File: src/rtl/t07_pkg.sv
// Shared types and constants for the team_07 bomb game controllers.
package t07_pkg;

  typedef logic [2:0] game_state_t;
  localparam game_state_t MENU = 3'd0;
  localparam game_state_t PLAY = 3'd1;
  localparam game_state_t LOST = 3'd2;
  localparam game_state_t WON  = 3'd3;

  typedef logic [2:0] playing_state_t;
  localparam playing_state_t PS_IDLE   = 3'd0;
  localparam playing_state_t PS_SELECT = 3'd1;
  localparam playing_state_t PS_MODULE = 3'd2;
  localparam playing_state_t PS_DONE   = 3'd3;

  localparam logic [5:0] BTN_NONE   = 6'b000000;
  localparam logic [5:0] BTN_SELECT = 6'b000001;
  localparam logic [5:0] BTN_UP     = 6'b000010;
  localparam logic [5:0] BTN_RIGHT  = 6'b000100;
  localparam logic [5:0] BTN_DOWN   = 6'b001000;
  localparam logic [5:0] BTN_LEFT   = 6'b010000;
  localparam logic [5:0] BTN_BACK   = 6'b100000;

  // Every one-hot 6-bit value is a defined button code, so a press is strobe plus one-hot.
  function automatic logic is_press(input logic strobe, input logic [5:0] button);
    return strobe && $onehot(button);
  endfunction

endpackage

File: src/rtl/t07_sec_prescaler.sv
// Divides the system clock down to a one-cycle tick every CLK_HZ cycles while enabled.
module t07_sec_prescaler #(
  parameter int CLK_HZ = 12_000_000
) (
  input  logic clk,
  input  logic nrst,
  input  logic en,
  input  logic clr,
  output logic tick
);
  import t07_pkg::*;

  localparam int CntW = (CLK_HZ > 1) ? $clog2(CLK_HZ) : 1;
  localparam logic [CntW-1:0] Last = CntW'(CLK_HZ - 1);

  logic [CntW-1:0] cnt_q;

  assign tick = en && !clr && (cnt_q == Last);

  always_ff @(posedge clk or negedge nrst) begin
    if (!nrst) begin
      cnt_q <= '0;
    end else if (clr || tick) begin
      cnt_q <= '0;
    end else if (en) begin
      cnt_q <= cnt_q + CntW'(1);
    end
  end

endmodule

File: src/rtl/t07_fsm_game.sv
// Game-state controller: MENU/PLAY/LOST/WON sequencing, module count, countdown and lives.
module t07_fsm_game #(
  parameter int CLK_HZ     = 12_000_000,
  parameter int TIME_LIMIT = 300,
  parameter int MAX_LIVES  = 3,
  parameter int MAX_MODS   = 5
) (
  input  logic       clk,
  input  logic       nrst,
  input  logic       strobe,
  input  logic [5:0] button,
  input  logic       game_clear,
  input  logic       strike_edge,
  output logic [2:0] game_state_out,
  output logic [2:0] mod_num,
  output logic [1:0] lives,
  output logic [8:0] time_left,
  output logic       sec_tick
);
  import t07_pkg::*;

  localparam logic [8:0] TimeInit = 9'(TIME_LIMIT);
  localparam logic [1:0] LivesInit = 2'(MAX_LIVES);
  localparam logic [2:0] ModsMax = 3'(MAX_MODS);

  game_state_t state_q, state_d;
  logic [2:0]  mod_q, mod_d;
  logic [1:0]  lives_q, lives_d;
  logic [8:0]  time_q, time_d;
  logic        tick_q, tick_d;
  logic        tick;
  logic        press;
  logic        in_play;

  assign in_play = (state_q == PLAY);

  // Held clear outside PLAY, so the first tick lands CLK_HZ cycles after entry.
  t07_sec_prescaler #(
    .CLK_HZ(CLK_HZ)
  ) u_prescaler (
    .clk (clk),
    .nrst(nrst),
    .en  (in_play),
    .clr (!in_play),
    .tick(tick)
  );

  always_comb begin
    state_d = state_q;
    mod_d   = mod_q;
    lives_d = lives_q;
    time_d  = time_q;
    tick_d  = 1'b0;
    press   = is_press(strobe, button);
    case (state_q)
      MENU: begin
        if (press) begin
          if (button == BTN_UP && mod_q < ModsMax) mod_d = mod_q + 3'd1;
          if (button == BTN_DOWN && mod_q > 3'd1) mod_d = mod_q - 3'd1;
          if (button == BTN_SELECT) begin
            state_d = PLAY;
            lives_d = LivesInit;
            time_d  = TimeInit;
          end
        end
      end
      PLAY: begin
        if (game_clear) begin
          state_d = WON;
        end else begin
          if (strike_edge && lives_q != 2'd0) lives_d = lives_q - 2'd1;
          if (tick && time_q != 9'd0) begin
            time_d = time_q - 9'd1;
            tick_d = 1'b1;
          end
          if ((strike_edge && lives_q <= 2'd1) || (tick && time_q <= 9'd1)) state_d = LOST;
        end
      end
      LOST, WON: begin
        if (press && button == BTN_SELECT) state_d = MENU;
      end
      default: state_d = MENU;
    endcase
  end

  always_ff @(posedge clk or negedge nrst) begin
    if (!nrst) begin
      state_q <= MENU;
      mod_q   <= 3'd1;
      lives_q <= LivesInit;
      time_q  <= TimeInit;
      tick_q  <= 1'b0;
    end else begin
      state_q <= state_d;
      mod_q   <= mod_d;
      lives_q <= lives_d;
      time_q  <= time_d;
      tick_q  <= tick_d;
    end
  end

  assign game_state_out = state_q;
  assign mod_num        = mod_q;
  assign lives          = lives_q;
  assign time_left      = time_q;
  assign sec_tick       = tick_q;

endmodule

File: config.mk
export PLATFORM = sky130hd
export DESIGN_NAME = t07_fsm_game
export DESIGN_NICKNAME = d
export VERILOG_FILES = /design/src/rtl/t07_pkg.sv /design/src/rtl/t07_sec_prescaler.sv /design/src/rtl/t07_fsm_game.sv
export SDC_FILE = /design/constraint.sdc
export NUM_CORES = 1
export LEC_CHECK = 0
export BUFFER_PORTS_ARGS = -buffer_cell sky130_fd_sc_hd__buf_2
export CAP_MARGIN = 20
export CORE_MARGIN = 3
export CORE_UTILIZATION = 51
export CTS_CLUSTER_SIZE = 20
export DETAILED_ROUTE_END_ITERATION = 16
export PLACE_DENSITY = 0.76
export SYNTH_ARGS = -nofsm -noshare
export SYNTH_HDL_FRONTEND = slang
export SYNTH_SLANG_ARGS = --single-unit
File: constraint.sdc
create_clock -name clk -period 3.85 [get_ports clk]
set_input_delay 0.1925 -clock clk [delete_from_list [all_inputs] [get_ports clk]]
set_output_delay 0.1925 -clock clk [all_outputs]
set_load 0.005 [all_outputs]
# [Word level (Yosys, flattened, before mapping)]
# Cells that the tools add are included.
[op_classes] eq_ne=15 n_mux=23 reduce_logical=23 n_lt_le_gt_ge=4 n_addsub=10
[op_table] cell="24-bit 2-to-1 mux" count=2
[op_table] cell="9-bit 2-to-1 mux" count=4
[op_table] cell="24-bit by 1-bit adder with 24-bit output (second input constant)" count=1
[op_table] cell="24-bit equality test (second input constant)" count=1
[op_table] cell="3-bit 2-to-1 mux" count=7
[op_table] cell="9-bit one-hot mux with 2 select lines" count=1
[op_table] cell="5-bit AND reduction" count=2
[op_table] cell="9-bit by 1-bit <= comparator with 1-bit output (second input constant)" count=1
[op_table] cell="1-bit logical AND" count=9
[op_table] cell="3-bit one-hot mux with 3 select lines" count=1
[op_table] cell="9-bit nonzero test" count=1
[op_table] cell="9-bit by 1-bit subtractor with 9-bit output (second input constant)" count=1
[op_table] cell="2-bit 2-to-1 mux" count=4
[op_table] cell="2-bit inequality test (second input constant)" count=4
[op_table] cell="2-bit nonzero test" count=4
[op_table] cell="1-bit by 1-bit adder with 2-bit output" count=3
[op_table] cell="3-bit by 1-bit equality test with 1-bit output (second input constant)" count=2
[op_table] cell="3-bit by 2-bit equality test with 1-bit output (second input constant)" count=2
[op_table] cell="6-bit by 1-bit equality test with 1-bit output (second input constant)" count=1
[op_table] cell="6-bit by 2-bit equality test with 1-bit output (second input constant)" count=1
[op_table] cell="6-bit by 4-bit equality test with 1-bit output (second input constant)" count=1
[op_table] cell="2-bit by 1-bit inequality test with 1-bit output (second input constant)" count=2
[op_table] cell="2-bit one-hot mux with 2 select lines" count=1
[op_table] cell="4-bit AND reduction" count=1
[op_table] cell="15 further kinds" count=18
[word_totals] reg_bits=42 in_bits=11 elab_cells=81

# [Logic depth before layout (Yosys ltp)]
# Gate-level depths: netlist of the first run.
[logic_depth] ltp_word=8 depth_mapped=11 mapped_depth_nobuf=11

# [Modules after synthesis]
# From an unflattened synthesis of the first run, not the netlist that was laid out.
[hier_totals] cells_unflattened=266 area_unflattened_um2=2592.5
[by_module_without_submodules] mod="t07_fsm_game" instances=1 area_per_inst_um2=1332.5 cells_each=136
[by_module_without_submodules] mod="t07_sec_prescaler" instances=1 area_per_inst_um2=1260.0 cells_each=130

# [Worst setup path after synthesis of the first run]
# Ideal clock, no wire load.
[synth_path] kind="input -> register" start="in button[0]" end="reg lives_q[0] (netlist: lives[0])" arrival_ns=3.096 slack_ns=0.671 setup_ns=0.082 cell_stages=11 cell_sequence="inv_1 fa_1 fa_1 inv_1 ha_1 fa_1 nor4bb_1 and3_1 nand2b_1 a21oi_1 mux2_2"
[synth_via] elab_chain_len=7 word_cells_on_any_way=9 cone_classes="add/sub (3); eq/ne (4); reduce/logical (2)"
[synth_lines] item="start: declaration" line_no="t07_fsm_game.sv:11" text="input logic [5:0] button,"
[synth_lines] item="1-bit by 1-bit adder with 2-bit output (implied by the code)" line_no="t07_pkg.sv:26" text="return strobe && $onehot(button);"
[synth_lines] item="2-bit by 2-bit adder with 3-bit output (implied by the code)" line_no="t07_pkg.sv:26"
[synth_lines] item="3-bit by 2-bit adder with 3-bit output (implied by the code)" line_no="t07_pkg.sv:26"
[synth_lines] item="3-bit by 1-bit equality test with 1-bit output" line_no="t07_pkg.sv:26"
[synth_lines] item="1-bit logical AND" line_no="t07_pkg.sv:26"
[synth_lines] item="2-bit inequality test (no line)"
[synth_lines] item="5-bit AND reduction (no line) (*)"
[synth_lines] item="end signal: assignment" line_no="t07_fsm_game.sv:90" text="lives_q <= LivesInit;"
[synth_lines] item="end signal: assignment" line_no="t07_fsm_game.sv:96" text="lives_q <= lives_d;"
[synth_lines] item="end: declaration" line_no="t07_fsm_game.sv:28" text="logic [1:0] lives_q, lives_d;"
# Every way passes the cells marked *; elsewhere a longest branch is shown, timed or not.
# A chain may end at the register's enable or synchronous reset.

# [Final worst setup path of the first run]
# Same ends and word-level chain as after synthesis.

==> summary.txt, run 1 <==
first-pass GRT wire length -> 9100 um
Reg clk slew, reported paths -> 0.08 ns
remaining global-route overflow -> 0
area of the multi-input gates -> 1350 sq um
FP Rows -> 24
pwr dens -> 281 nW/um^2
Post-CTS Setup Bufs -> 0
post-layout minimum cycle time -> 3.24 ns
Max Slew Vio Count -> 0
WL per Instance -> 14.0 um
Sequential Area -> 1030 sq um
crit path max fanout -> 5
Starting Density -> 55.0%
RSZ-0062 raised after global routing -> false
top cells by count, synth -> 35 x nor2_1, 34 x dfrtp_1, 23 x inv_1, 21 x nand2_1, 16 x nand3_1
CTS Hold Bufs -> 0
post-synthesis cell area -> 2500 sq um
CTS H-tree lvls -> 2
detailed-route wire length -> 5110 um
Vias/cell -> 5.50
Clock Sinks -> 41
core area -> 4530 sq um
initial antenna violation count -> 0
post-synth top area share -> 34.1%
r2r setup slk -> 1.46 ns
Total GRT Usage -> 19.1%
Setup CP Type -> in2reg
yosys warns -> 0
post-route ant nets -> 0
cts repair resizes -> 0
CTS Root Cell -> clkbuf_8
worst hold path class -> in2async
Psw -> 0.190 mW
fmax -> 309 MHz
status -> finished, final reports clean
via count -> 2008
Sequential Power Share -> 57.5%
largest net degree at the start of global routing -> 42
WP data arrival -> 3.46 ns
Setup-failing EPs final -> 0
fin crit share -> 84.1%
share of layout cells above drive strength 1 -> 15.7%
Die Area -> 5770 sq um
Yosys cell types -> 48
Syn-to-layout area delta -> 10.7%
post-synthesis instance total -> 271
die width -> 76.0 um
Slowest-stage cell, CP -> fa_1
Hold Vio Cnt, Final -> 0
crit-path max cell delay -> 0.49 ns
cell mode on critical path -> fa_1
worst relative slew slack -> 39.8%
top cells by area, synth -> dfrtp_1 34%, dfstp_2 7.4%, ha_1 6.5%
post-route setup TNS -> 0 ns
nets@finish -> 326
post-synth top area cell -> dfrtp_1
CP startpoint kind -> input pin
clk buf depth -> 2
ant diodes -> 0
DP Area -> 2680 sq um
predominant post-synthesis flop cell -> dfrtp_1
asr flop ratio synth -> 100%
critical path cell sequence -> buf_2, inv_1, fa_1, fa_1, inv_1, ha_1, fa_1, nor4bb_1, and3_1, nand2b_1, a21oi_1, mux2_2
Crit path buffers/inverters -> 3
largest delay contributor family on the critical path -> adder cells
DRT Pass-1 Iters -> 4
CP required -> 4.07 ns
I/O Pins -> 29
Sw Share -> 24.5%
CTS tree -> yes
clock power share -> 35.2%
count leader, synth -> nor2_1
# port buffers -> 27
Combinational Power Share -> 7.3%
# fillers -> 386
maximum vdd drop -> 0.217 mV
total internal power -> 0.587 mW
Least-Margin Pin Slew -> 0.903 ns
P_leak -> 1.19 nW
sequential area share after synthesis -> 41.5%
DRC viols -> 0
maxcap violations -> 0
hpwl dp -> 3730 um
Avg Cell Area, Syn -> 9.21 sq um
vias in the first global route -> 1939
critical path capture point type -> flip-flop
dpl cells -> 357
Layout Cells excl Fill -> 365
CTS Buf Count -> 5
Final Cell Area -> 2760 sq um
Syn Nets -> 298
Setup Skew -> 0.00989 ns
initial DRC count -> 116
die height -> 76.0 um
Yosys reg bits -> 41
number of synthesized flops with an enable pin -> 0
GPL Wtd Cong -> 0.863
worst skew pair latency -> 0.29 ns
==> worst paths after layout <==
| kind | start | end | cells after the start |
|---|---|---|---|
| max in group asynchronous | nrst | mod_num[2] | 1 |
| worst min-delay path | nrst | u_prescaler.cnt_q[11] | 1 |
| min in group clk | game_clear | sec_tick | 4 |
| worst min register to register | u_prescaler.cnt_q[0] | u_prescaler.cnt_q[0] | 1 |
| worst max register to register | u_prescaler.cnt_q[8] | time_left[0] | 5 |
| worst max-delay path | button[0] | lives[0] | 12 |
==> through the flow <==
stage / utilization [%] / hold slack (ns) / total power [mW] / setup WS, ns
CTS: 61.0 / 0.0505 / 0.787 / 0.623
global route: 61.0 / 0.110 / 0.822 / 0.368
global placement: 59.2 / 0.369 / 0.510 / 0.472
detailed placement: 59.2 / 0.373 / 0.513 / 0.297
floorplan: - / -0.103 / 0.486 / 0.671
finish: 61.0 / 0.00968 / 0.777 / 0.612
==> layout make-up <==
type,count,share of cell area (%)
multi-input cells,201,48.7
flip-flops and latches,41,37.4
repair buffers,27,4.89
inverters,23,3.12
well taps,65,2.94
clock buffers,7,2.76
clock inverters,1,0.181
==> cells by family after synthesis <==
family | count (synthesis) | share of synthesized area, %
AO/OA/AOI/OAI | 34 | 9.32
XOR/XNOR | 25 | 8.77
adder cells (fa/ha/maj) | 16 | 8.92
buffers and inverters | 29 | 4.66
flip-flops | 41 | 41.5
multiplexers | 4 | 1.75
other | 1 | 0.150
AND/OR/NAND/NOR | 121 | 25.0
==> layout by cell type, fill, tap and decap left out, types with 3 or more instances in the layout <==
| cell | n |
|---|---|
| a21oi_1 | 8 |
| and3_1 | 3 |
| buf_2 | 27 |
| clkbuf_8 | 5 |
| dfrtp_1 | 34 |
| dfstp_2 | 7 |
| fa_1 | 3 |
| ha_1 | 13 |
| inv_1 | 23 |
| mux2_2 | 3 |
| nand2_1 | 21 |
| nand3_1 | 16 |
| nand3b_1 | 3 |
| nand4_1 | 8 |
| nor2_1 | 35 |
| nor3_1 | 11 |
| nor4_1 | 4 |
| o211a_1 | 3 |
| o21ai_0 | 5 |
| o21ai_1 | 3 |
| or4_1 | 4 |
| xnor2_1 | 12 |
| xor2_1 | 13 |
==> per-layer routing <==
| metal | GRT usage [%] | vias up | wire length [um] |
|---|---|---|---|
| met3 | 3.67 | 6 | 186 |
| met1 | 25.2 | 980 | 2430 |
| met5 | 0 | - | 0 |
| met4 | 6.88 | 0 | 68 |
| li1 | - | 983 | - |
| met2 | 31.6 | 39 | 2420 |
==> registers in the layout, summed over array words and instances, names as in the netlist <==
name	count
u_prescaler.cnt_q	24
lives	2
time_left	9
sec_tick	1
game_state_out	2
mod_num	3
==> power groups by stage <==
stage | Clock, mW | Combinational [mW] | Sequential (mW)
floorplan | 0 | 0.0385 | 0.447
global placement | 0 | 0.0552 | 0.455
detailed placement | 0 | 0.0582 | 0.455
CTS | 0.282 | 0.0584 | 0.447
global route | 0.306 | 0.0678 | 0.448
finish | 0.273 | 0.0571 | 0.447
No activity file was read; power rests on OpenSTA's default activity.
==> run 2, diff against run 1 <==
==> constraint.sdc (replaced) <==
create_clock -name clk -period 3.2 [get_ports clk]
set_input_delay 0.16 -clock clk [delete_from_list [all_inputs] [get_ports clk]]
set_output_delay 0.16 -clock clk [all_outputs]
set_load 0.005 [all_outputs]
==> run 2 against run 1 <==
  * The flow now finishes with violations (hold timing)
  * Combinational power grew 25%
  * Wire length shrank 0.27%
  * Total power grew 20%
  * First-iteration DRC count grew 5.2%
  * Sequential share of layout area shrank 0.58 points
  * Critical endpoint is now lives[1]
==> summary.txt, run 2 (synthesis results as in run 1) <==
status -> finished, violations left
violated checks -> hold timing
Setup Skew -> 0.00584 ns
crit-path max cell delay -> 0.49 ns
# port buffers -> 27
die width -> 76.0 um
vias in the first global route -> 1970
worst reg2reg path endpoint -> u_prescaler.cnt_q[5]
largest delay contributor family on the critical path -> adder cells
share of layout cells above drive strength 1 -> 17.0%
Crit path buffers/inverters -> 3
Setup-failing EPs final -> 0
cts repair resizes -> 0
Die Area -> 5770 sq um
hpwl dp -> 3670 um
most frequent cells in the layout -> 35 x nor2_1, 34 x dfrtp_1, 27 x buf_2
Biggest register -> u_prescaler.cnt_q
WL per Instance -> 13.7 um
global route hottest layer -> met2
Hold WS -> -0.00747 ns
CTS Buf Count -> 5
FF-to-FF Start -> u_prescaler.cnt_q[13]
Largest register FFs -> 24
clk buf depth -> 2
Setup CP Type -> in2reg
GR Layer Usage met2 -> 28.9%
Final Cell Area -> 2810 sq um
detailed-route wire length -> 5090 um
crit path max fanout -> 2
worst reg-to-reg path cell count -> 5
nets@finish -> 332
Total GRT Usage -> 19.0%
Clock Sinks -> 41
GR Util met3 -> 4.50%
worst setup path start -> button[0]
via count -> 1985
first-pass GRT wire length -> 8990 um
core area -> 4530 sq um
post-route ant nets -> 0
Hold Vio Cnt, Final -> 20
Vias/cell -> 5.35
P_leak -> 1.22 nW
worst relative slew slack -> 39.7%
fin crit share -> 91.3%
Reg clk slew, reported paths -> 0.08 ns
initial antenna violation count -> 0
ant diodes -> 0
largest net degree at the start of global routing -> 42
most common cell after layout, fill and taps aside -> nor2_1
FP Rows -> 24
Worst Setup EP -> lives[1]
critical path capture point type -> flip-flop
CP startpoint kind -> input pin
# fillers -> 408
remaining global-route overflow -> 0
CP required -> 3.43 ns
initial DRC count -> 122
DRT Pass-1 Iters -> 4
CTS Hold Bufs -> 0
critical path cell sequence -> buf_2, inv_1, fa_1, fa_1, inv_1, ha_1, fa_1, nor4bb_1, and3_1, nand2b_1, a21oi_1, mux2_2
Max Slew Vio Count -> 0
maxcap violations -> 0
Syn-to-layout area delta -> 12.5%
post-layout minimum cycle time -> 2.92 ns
I/O Pins -> 29
fmax -> 342 MHz
Starting Density -> 55.0%
pwr dens -> 334 nW/um^2
GPL Wtd Cong -> 0.867
Least-Margin Pin Slew -> 0.905 ns
Slowest-stage cell, CP -> fa_1
grt met1 use -> 26.2%
CTS H-tree lvls -> 2
r2r setup slk -> 0.84 ns
Post-CTS Setup Bufs -> 0
CP Depth -> 12
DRC viols -> 0
CTS Root Cell -> clkbuf_8
cell mode on critical path -> fa_1
die height -> 76.0 um
maximum vdd drop -> 0.223 mV
DP Area -> 2730 sq um
worst skew pair latency -> 0.29 ns
WP data arrival -> 3.15 ns
Final Util -> 61.9%
worst hold path class -> in2async
CTS tree -> yes
RSZ-0062 raised after global routing -> false
run 2: stage by stage:
stage	instances	setup TNS (ns)	worst slack, ns	hold slack (ns)	total power [mW]
after detailed placement	363	-0.140	-0.0588	0.347	0.621
after global routing	371	0	0.0512	0.0796	0.987
final	371	0	0.277	-0.00747	0.937
after floorplan	271	0	0.0540	-0.136	0.585
after CTS	371	0	0.267	0.0272	0.948
after global placement	363	0	0.0355	0.336	0.618
run 2: how the worst min path moves through the flow:
stage / depth (start not counted) / endpoint / start
3_5_place_dp: 1 / u_prescaler.cnt_q[12] / nrst
6_report: 1 / time_left[1] / nrst
4_1_cts: 1 / u_prescaler.cnt_q[15] / nrst
5_1_grt: 1 / time_left[1] / nrst
2_1_floorplan: 0 / game_state_out[0] / nrst
3_3_place_gp: 1 / u_prescaler.cnt_q[12] / nrst
run 2: layer usage:
metal / routed length [um] / share of wire [%]
met1: 2500 / 49
met2: 2340 / 46
met3: 189 / 3.7
met4: 66 / 1.3
met5: 0 / 0
run 2: cell type report:
type	count	area, sq um	area share (%)
flip-flops and latches	41	1030	36.9
inverters	23	86.3	3.07
clock buffers	8	80.1	2.85
repair buffers	33	180	6.42
multi-input cells	201	1350	47.9
well taps	65	81.3	2.90
run 2: power breakdown:
group | internal [mW] | switching (mW) | total, mW | leakage, nW
sequential | 0.523 | 0.0146 | 0.538 | 0.527
combinational | 0.0325 | 0.0389 | 0.0714 | 0.651
clock | 0.155 | 0.172 | 0.327 | 0.0395
total | 0.711 | 0.226 | 0.937 | 1.22
==> run 3, diff against run 2 <==
--- a/config.mk
+++ b/config.mk
@@ -5,13 +5,15 @@
 export SDC_FILE = /design/constraint.sdc
 export NUM_CORES = 1
 export LEC_CHECK = 0
+export ABC_AREA = 1
 export BUFFER_PORTS_ARGS = -buffer_cell sky130_fd_sc_hd__buf_2
 export CAP_MARGIN = 20
 export CORE_MARGIN = 3
 export CORE_UTILIZATION = 51
 export CTS_CLUSTER_SIZE = 20
 export DETAILED_ROUTE_END_ITERATION = 16
-export PLACE_DENSITY = 0.76
+export PLACE_DENSITY = 0.72
 export SYNTH_ARGS = -nofsm -noshare
 export SYNTH_HDL_FRONTEND = slang
+export SYNTH_HIERARCHICAL = 1
 export SYNTH_SLANG_ARGS = --single-unit
==> run 3 against run 2 <==
  * The flow still finishes with violations (hold timing)
  * Fmax up 11%
  * Synthesized area is 16% higher
  * Sequential share of layout area is 4.2 points lower
  * Combinational power rose to 6.0 times the previous value
  * Sequential power rose by 21%
  * Synthesized cell count increased by 47%
  * Clock power grew 24%
  * Die area is 15% higher
  * Largest power group unchanged
  * Highest routed layer unchanged
==> summary.txt, run 3 <==
post-synthesis instance total -> 398
post-synth top area cell -> dfrtp_1
Slowest-stage cell, CP -> fa_1
predominant post-synthesis flop cell -> dfrtp_1
P_leak -> 1.55 nW
post-synthesis cell area -> 2890 sq um
Avg Cell Area, Syn -> 7.27 sq um
worst setup path start -> button[0]
die height -> 81.3 um
most frequent cells in the layout -> 102 x nand2_1, 66 x nor2_1, 56 x inv_1
Syn-to-layout area delta -> 9.52%
Total GRT Usage -> 20.3%
via count -> 2548
dpl cells -> 490
Largest register FFs -> 24
WL per Instance -> 12.1 um
largest net degree at the start of global routing -> 42
remaining global-route overflow -> 0
critical path capture point type -> flip-flop
Setup Skew -> 0.00678 ns
CTS H-tree lvls -> 2
FP Rows -> 26
GPL Wtd Cong -> 0.908
DRT Pass-1 Iters -> 4
fmax -> 379 MHz
maximum vdd drop -> 0.332 mV
RSZ-0062 raised after global routing -> false
Die Area -> 6610 sq um
post-synth top area share -> 29.4%
initial antenna violation count -> 0
Syn Nets -> 424
vias in the first global route -> 2466
Starting Density -> 54.5%
top cells by area, synth -> dfrtp_1 29%, nand2_1 13%, nor2_1 8.6%
Yosys reg bits -> 41
Reg clk slew, reported paths -> 0.08 ns
crit path max fanout -> 16
post-route setup TNS -> 0 ns
fin crit share -> 82.5%
yosys warns -> 6
Pwr Total -> 1.49 mW
Final Util -> 59.7%
DRC viols -> 0
largest delay contributor family on the critical path -> adder cells
Post-CTS Setup Bufs -> 0
cts repair resizes -> 0
Layout Cells excl Fill -> 498
I/O Pins -> 29
CTS tree -> yes
FF-to-FF Start -> u_prescaler/cnt_q[0]
share of layout cells above drive strength 1 -> 16.1%
worst relative slew slack -> 41.1%
critical path cell sequence -> buf_2, inv_1, fa_1, fa_1, inv_1, ha_1, fa_1, nor3_1, nand2_1, nand2_2, nand2_4, inv_1, nand2_1, nand2_1
clk buf depth -> 2
hpwl dp -> 4550 um
post-route ant nets -> 0
crit-path max cell delay -> 0.49 ns
Hold Vio Cnt, Final -> 32
CTS Buf Count -> 5
Setup CP Type -> in2reg
Max Slew Vio Count -> 0
CP required -> 3.43 ns
WP data arrival -> 2.87 ns
Hold WS -> -0.0175 ns
CTS Root Cell -> clkbuf_8
Clock Sinks -> 41
Vias/cell -> 5.12
most common cell after layout, fill and taps aside -> nand2_1
Yosys cell types -> 35
worst skew pair latency -> 0.29 ns
number of synthesized flops with an enable pin -> 0
top cells by count, synth -> 102 x nand2_1, 66 x nor2_1, 56 x inv_1, 34 x dfrtp_1, 21 x nand4_1
ant diodes -> 0
asr flop ratio synth -> 100%
worst hold path class -> in2async
# port buffers -> 27
status -> finished, violations left
post-layout minimum cycle time -> 2.64 ns
Biggest register -> u_prescaler/cnt_q
sequential area share after synthesis -> 35.8%
count leader, synth -> nand2_1
detailed-route wire length -> 6020 um
Crit path buffers/inverters -> 4
die width -> 81.3 um
CTS Hold Bufs -> 0
Least-Margin Pin Slew -> 0.884 ns
first-pass GRT wire length -> 10700 um
maxcap violations -> 0
nets@finish -> 453
Setup-failing EPs final -> 0
violated checks -> hold timing
CP startpoint kind -> input pin
initial DRC count -> 144
pwr dens -> 469 nW/um^2
core area -> 5300 sq um
run 3: cell types whose count changed in the layout (fill, tap and decap cells not counted), sizes merged, moves of 5 or more:
cell / previous run / this run
nor3: 11 / 6
nand4: 8 / 21
inv: 23 / 57
o21ai: 8 / 18
xnor2: 12 / 3
nand2: 21 / 110
nor2: 35 / 77
run 3: kinds of logic after synthesis:
| kind of cell | Yosys count | synth area share [%] |
|---|---|---|
| AND/OR/NAND/NOR | 233 | 36.3 |
| buffers and inverters | 64 | 9.82 |
| flip-flops | 41 | 35.8 |
| AO/OA/AOI/OAI | 24 | 4.63 |
| XOR/XNOR | 20 | 6.06 |
| adder cells (fa/ha/maj) | 15 | 7.27 |
| other | 1 | 0.130 |
run 3: worst reg2reg max path, cell delays in order (launching register included):
cell	delay, ns
dfrtp_1	0.40
ha_1	0.20
nand3_1	0.14
nor2_1	0.22
nand2_1	0.18
nor3_1	0.28
inv_1	0.10
nor2_1	0.11
nand2_1	0.09
nand2_2	0.09
nand2_4	0.12
inv_1	0.11
nand2_1	0.05
nand2_1	0.05
run 3: layout make-up:
class                           instances  area, sq um
Sequential cell                        41         1030
Clock inverter                          2         35.0
Fill cell                             492         2140
Tap cell                               70         87.6
Timing Repair Buffer                   29          150
Multi-Input combinational cell        293         1570
Clock buffer                            6         72.6
Inverter                               57          214
run 3: metal layers:
metal | vias to the layer above | GRT usage, % | wire [um]
met5 | - | 0 | 0
met4 | 0 | 5.91 | 81
met3 | 11 | 3.33 | 282
met2 | 71 | 35.0 | 2860
met1 | 1171 | 25.9 | 2800
li1 | 1295 | - | -
run 3: power by group:
group / internal [mW] / switching, mW
Clock: 0.231 / 0.175
Combinational: 0.167 / 0.262
Sequential: 0.589 / 0.0602
run 3: through the flow:
step / worst slack (ns) / instance area, sq um / hold slack [ns]
finish: 0.561 / 3170 / -0.0175
global route: 0.419 / 3170 / 0.0409
CTS: 0.599 / 3170 / 0.0139
detailed placement: 0.266 / 3060 / 0.335
global placement: 0.394 / 3060 / 0.339
floorplan: 0.518 / 2890 / -0.136
run 3: final timing paths:
check,endpoint,slack (ns),cells past startpoint
worst max-delay path,time_left[4],0.56,14
worst min-delay path,u_prescaler/cnt_q[6],-0.02,1
worst max register to register,time_left[4],1.02,13
worst min register to register,time_left[3],0.50,2
max in group asynchronous,time_left[0],2.66,1
min in group clk,sec_tick,0.04,2
